## config.mk

```make
export PLATFORM = sky130hd
export DESIGN_NAME = rs_synd_ctrl
export DESIGN_NICKNAME = d
export VERILOG_FILES = /design/src/rtl/rs_synd_ctrl.sv
export SDC_FILE = /design/constraint.sdc
export NUM_CORES = 1
export LEC_CHECK = 0
export BUFFER_PORTS_ARGS = -buffer_cell sky130_fd_sc_hd__buf_2
export CAP_MARGIN = 30
export CORE_MARGIN = 5
export CORE_UTILIZATION = 30
export CTS_BUF_LIST = sky130_fd_sc_hd__clkbuf_4 sky130_fd_sc_hd__clkbuf_8 sky130_fd_sc_hd__clkbuf_16
export DETAILED_ROUTE_END_ITERATION = 8
export PLACE_DENSITY = 0.78
export SETUP_SLACK_MARGIN = 0.15
export SLEW_MARGIN = 5
export SYNTH_ARGS = -nofsm -noshare
export SYNTH_HDL_FRONTEND = slang
export SYNTH_SLANG_ARGS = --single-unit
```

## constraint.sdc

```tcl
create_clock -name Clk -period 1.5 [get_ports Clk]
set_clock_uncertainty 0.05 [all_clocks]
set_input_delay 0.45 -clock Clk [delete_from_list [all_inputs] [get_ports Clk]]
set_output_delay 0.45 -clock Clk [all_outputs]
set_load 0.02 [all_outputs]
```

## src/rtl/rs_synd_ctrl.sv

```systemverilog
// Sequencing controller for the RS(204,188) syndrome datapath: frames input bytes,
// strobes the datapath, and hands final syndromes downstream. Stats: RS_SYND_CTRL_STATS_EN.
module rs_synd_ctrl #(
  parameter int N    = 204,
  parameter int NSYN = 16
) (
  input  logic              Clk,
  input  logic              Reset,
  input  logic [7:0]        In_Byte,
  input  logic              In_Valid,
  input  logic              In_Sop,
  output logic              In_Ready,
  output logic [7:0]        Synd_Byte,
  output logic              Synd_En,
  output logic              Synd_Clr,
  input  logic [8*NSYN-1:0] Synd_Flat,
  output logic              Synd_Valid,
  input  logic              Synd_Ack,
  output logic              No_Err,
  output logic              Sync_Err,
  output logic [15:0]       Cw_Cnt,
  output logic [15:0]       Err_Cnt
);

  typedef enum logic [1:0] {IDLE, ACC, FLUSH, HOLD} state_t;

  localparam logic [7:0] LAST = 8'(N - 1);

  state_t     state, state_nxt;
  logic [7:0] cnt, cnt_nxt;
  logic       flush_sub, flush_sub_nxt;
  logic       ready_nxt;
  logic [7:0] byte_nxt;
  logic       en_nxt, clr_nxt, valid_nxt, no_err_nxt, sync_err_nxt;
  logic       accept, synd_zero;

  assign accept    = In_Valid && In_Ready;
  assign synd_zero = (Synd_Flat == '0);

  always_comb begin
    state_nxt     = state;
    cnt_nxt       = cnt;
    flush_sub_nxt = flush_sub;
    byte_nxt      = Synd_Byte;
    en_nxt        = 1'b0;
    clr_nxt       = 1'b0;
    valid_nxt     = Synd_Valid;
    no_err_nxt    = No_Err;
    sync_err_nxt  = 1'b0;
    case (state)
      IDLE: begin
        if (accept) begin
          if (In_Sop) begin
            en_nxt    = 1'b1;
            clr_nxt   = 1'b1;
            byte_nxt  = In_Byte;
            cnt_nxt   = 8'd1;
            state_nxt = ACC;
          end else begin
            sync_err_nxt = 1'b1;
          end
        end
      end
      ACC: begin
        if (accept) begin
          en_nxt   = 1'b1;
          byte_nxt = In_Byte;
          // A fresh Sop mid-codeword restarts framing; the partial word is dropped.
          if (In_Sop) begin
            clr_nxt      = 1'b1;
            sync_err_nxt = 1'b1;
            cnt_nxt      = 8'd1;
          end else begin
            cnt_nxt = cnt + 8'd1;
            if (cnt == LAST) begin
              state_nxt     = FLUSH;
              flush_sub_nxt = 1'b0;
            end
          end
        end
      end
      FLUSH: begin
        // Two idle cycles let the last byte propagate before the syndromes are judged.
        if (flush_sub) begin
          valid_nxt  = 1'b1;
          no_err_nxt = synd_zero;
          state_nxt  = HOLD;
        end else begin
          flush_sub_nxt = 1'b1;
        end
      end
      HOLD: begin
        if (Synd_Ack) begin
          valid_nxt = 1'b0;
          state_nxt = IDLE;
        end
      end
      default: state_nxt = IDLE;
    endcase
    ready_nxt = (state_nxt == IDLE) || (state_nxt == ACC);
  end

  always_ff @(posedge Clk or negedge Reset) begin
    if (!Reset) begin
      state      <= IDLE;
      cnt        <= 8'd0;
      flush_sub  <= 1'b0;
      In_Ready   <= 1'b0;
      Synd_Byte  <= 8'd0;
      Synd_En    <= 1'b0;
      Synd_Clr   <= 1'b0;
      Synd_Valid <= 1'b0;
      No_Err     <= 1'b0;
      Sync_Err   <= 1'b0;
    end else begin
      state      <= state_nxt;
      cnt        <= cnt_nxt;
      flush_sub  <= flush_sub_nxt;
      In_Ready   <= ready_nxt;
      Synd_Byte  <= byte_nxt;
      Synd_En    <= en_nxt;
      Synd_Clr   <= clr_nxt;
      Synd_Valid <= valid_nxt;
      No_Err     <= no_err_nxt;
      Sync_Err   <= sync_err_nxt;
    end
  end

`ifdef RS_SYND_CTRL_STATS_EN
  logic [15:0] cw_cnt, err_cnt;
  logic        stat_inc;

  assign stat_inc = (state == FLUSH) && flush_sub;

  // Saturating counters, bumped on the same edge the syndromes are captured.
  always_ff @(posedge Clk or negedge Reset) begin
    if (!Reset) begin
      cw_cnt  <= 16'd0;
      err_cnt <= 16'd0;
    end else if (stat_inc) begin
      if (cw_cnt != 16'hFFFF) cw_cnt <= cw_cnt + 16'd1;
      if (!synd_zero && err_cnt != 16'hFFFF) err_cnt <= err_cnt + 16'd1;
    end
  end

  assign Cw_Cnt  = cw_cnt;
  assign Err_Cnt = err_cnt;
`else
  assign Cw_Cnt  = 16'd0;
  assign Err_Cnt = 16'd0;
`endif

endmodule

```

==> flow_summary.ini <==
[yosys]
syn_area_um2 = 1620
synthArstFlopShare = 1.00
synth_edf_count = 0
yosys_most_used_dff = dfrtp_1
syn_inst = 189
synth.distinct_cells = 36
avgSynthCellArea_um2 = 8.58
ys_seq_area_frac = 0.386
ys_seq_elements = 25
synth-warning-count = 0

[floorplan]
num_rows = 26
ios = 187
fp.dieArea_um2 = 6980
core_um2 = 5170
fp.dieH_um = 83.5
start_util = 0.313
fp.dieW_um = 83.5

[worst_setup_path]
crit_fanout = 1
crit_type = in -> reg
required_ns = 1.64
cp-start-kind = input port
reg2reg_slack_ns = -0.08
crit_start = Synd_Flat[114]
slowest_delay_ns = 0.55
crit_buf_inv = 1
path_cells = buf_2 > nor4_2 > nand4_1 > or4_4 > o32ai_2
worstReg2RegStart = state[0]$_DFF_PN0_
cp-end-kind = register
slowest_stage = or4_4
cp.arrival_ns = 1.77
r2r-end = No_Err$_DFFE_PN0P_
cp_top_family = simple AND/OR/NAND/NOR gates
r2r.worst_path.cells = 4

[grt]
grt_usage = 0.178
overflow = 0
grt_max_degree = 26
grt_pass1_vias = 2134
antenna_found_initial = 0
grt_pass1_wl_mm = 10.3

[layout]
multiInputGateArea_um2 = 1110
area_growth_pct = 91.1
fillCellCount = 454
instances_no_fill = 449
final_util = 0.599
ff_latch_area_um2 = 627
final_nets = 522
diodes = 0
fin_area_um2 = 3100
drive_above_1_share = 0.641

[drt]
drc_errors = 0
wl_mm = 6.86
wire_per_inst_um = 15.3
dr.first_iter.drc_count = 70
vias = 2086
firstDrtPassIters = 4
vias_per_cell = 4.65
drtAntennaViolNets = 0

[placed_design]
gp_congestion = 0.909
hpwlAfterDp_mm = 5.36
place_area_um2 = 2600
io_buffers = 154
place_inst = 429
pre_cts_ws_ns = -0.428

[clock_tree]
clkTransAtPathRegs_ns = 0.10
clock_path_buffers = 2
cts_sinks = 25
hold_buffers = 0
tritoncts = done
cts-root-buf = clkbuf_8
cts_htree_levels = 1
numCtsBuffers = 3
clk_latency_ns = 0.28

[worst_hold_path]
holdCritPathClass = in -> async

[sta]
fin_ws_ns = -0.134
fin_crit_ns = 1.63
finalSetupViolCount = 6
drv_slew = 0
whs_ns = 0.0920
rsz0062_at_grt = true
final-hold-violation-count = 0
final.period_utilization = 1.09
fmax_ghz = 0.612
setup_tns_ns = -0.294

[power_and_ir_drop]
p_total_mw = 2.17
peakVddDrop_v = 0.000894
power.density_nw_per_um2 = 700
leakage_nw = 1.57

[flow_run]
max_cap_viol_count = 0

[outcome]
violations = setup timing
status = finished with violations
worst max-delay path by stage:
stage / to / slack, ns / depth (start not counted)
3_3_place_gp: No_Err$_DFFE_PN0P_ / -0.42 / 5
3_5_place_dp: No_Err$_DFFE_PN0P_ / -0.43 / 5
5_1_grt: No_Err$_DFFE_PN0P_ / -0.20 / 5
4_1_cts: No_Err$_DFFE_PN0P_ / -0.10 / 5
2_1_floorplan: No_Err$_DFFE_PN0P_ / -0.20 / 4
6_report: No_Err$_DFFE_PN0P_ / -0.13 / 5
cells in the mapped netlist (all sizes together), types with 2 or more instances:
cell type / instances / area [um2]
o21ai: 4 / 20.0
inv: 7 / 26.3
o22ai: 2 / 12.5
dfrtp: 25 / 626
nor4: 34 / 219
nand2: 31 / 116
nand3: 4 / 20.0
xnor2: 2 / 17.5
or4: 3 / 22.5
clkbuf: 3 / 11.3
buf: 33 / 245
nand4: 9 / 56.3
and3b: 2 / 17.5
nor2: 6 / 22.5
a21oi: 4 / 20.0
and2: 2 / 12.5
where the power goes:
part / switching, mW / internal, mW
Clock: 0.232 / 0.195
Sequential: 0.0587 / 0.748
Combinational: 0.443 / 0.494
Total: 0.734 / 1.44
per-layer routing:
metal / share of wire / vias up / GRT usage
met4: 0.011 / 0 / 0.0307
met2: 0.53 / 99 / 0.320
met3: 0.092 / 6 / 0.0573
met5: 0 / - / 0
li1: - / 1009 / -
met1: 0.37 / 972 / 0.209
worst reg2reg max path, delay by kind of cell, from the launching register on:
family             cells  cell delay [ns]
AOI/OAI and AO/OA      1             0.25
DFF                    1             0.40
and+or+nand+nor        3             0.80
final cells by class:
class,instances,share of cell area
Timing Repair Buffer,191,0.387
Clock inverter,1,0.00283
Sequential cell,25,0.202
Multi-Input combinational cell,152,0.358
Clock buffer,3,0.0133
Tap cell,70,0.0283
Inverter,7,0.00848
registers in the layout, summed over array words and instances (netlist names):
signal,flops
Sync_Err,1
No_Err,1
cnt,8
Synd_Valid,1
flush_sub,1
Synd_Byte,8
Synd_En,1
state,2
Synd_Clr,1
In_Ready,1
cells in the final DEF (no fill, tap or decap), types with 2 or more instances in the layout:
cell,n
nor4_1,16
clkbuf_8,3
nor4_4,6
buf_6,29
o21ai_2,3
buf_4,25
a21oi_1,3
and3b_1,2
nor2_1,5
dfrtp_1,24
xnor2_1,2
inv_1,6
nand2_4,2
nor4_2,12
nand4_1,9
nand3_1,3
o22ai_1,2
nand2_1,21
conb_1,32
nand2_2,8
buf_2,137
or4_4,3
cell families after synthesis:
family | synth area share
compound gates | 0.0779
xor+xnor | 0.0162
fa+ha+maj | 0.00771
buf+inv | 0.174
flops | 0.386
mux | 0.00694
other cells | 0.00231
simple gates | 0.329
what timing repair did:
item	4_1_cts	5_1_grt
gates resized for setup	49	33
pin swaps	24	23
endpoints found under the setup margin	25	31
cloned	1	0
buffers inserted	8	7
(Power assumes the default switching activity.)
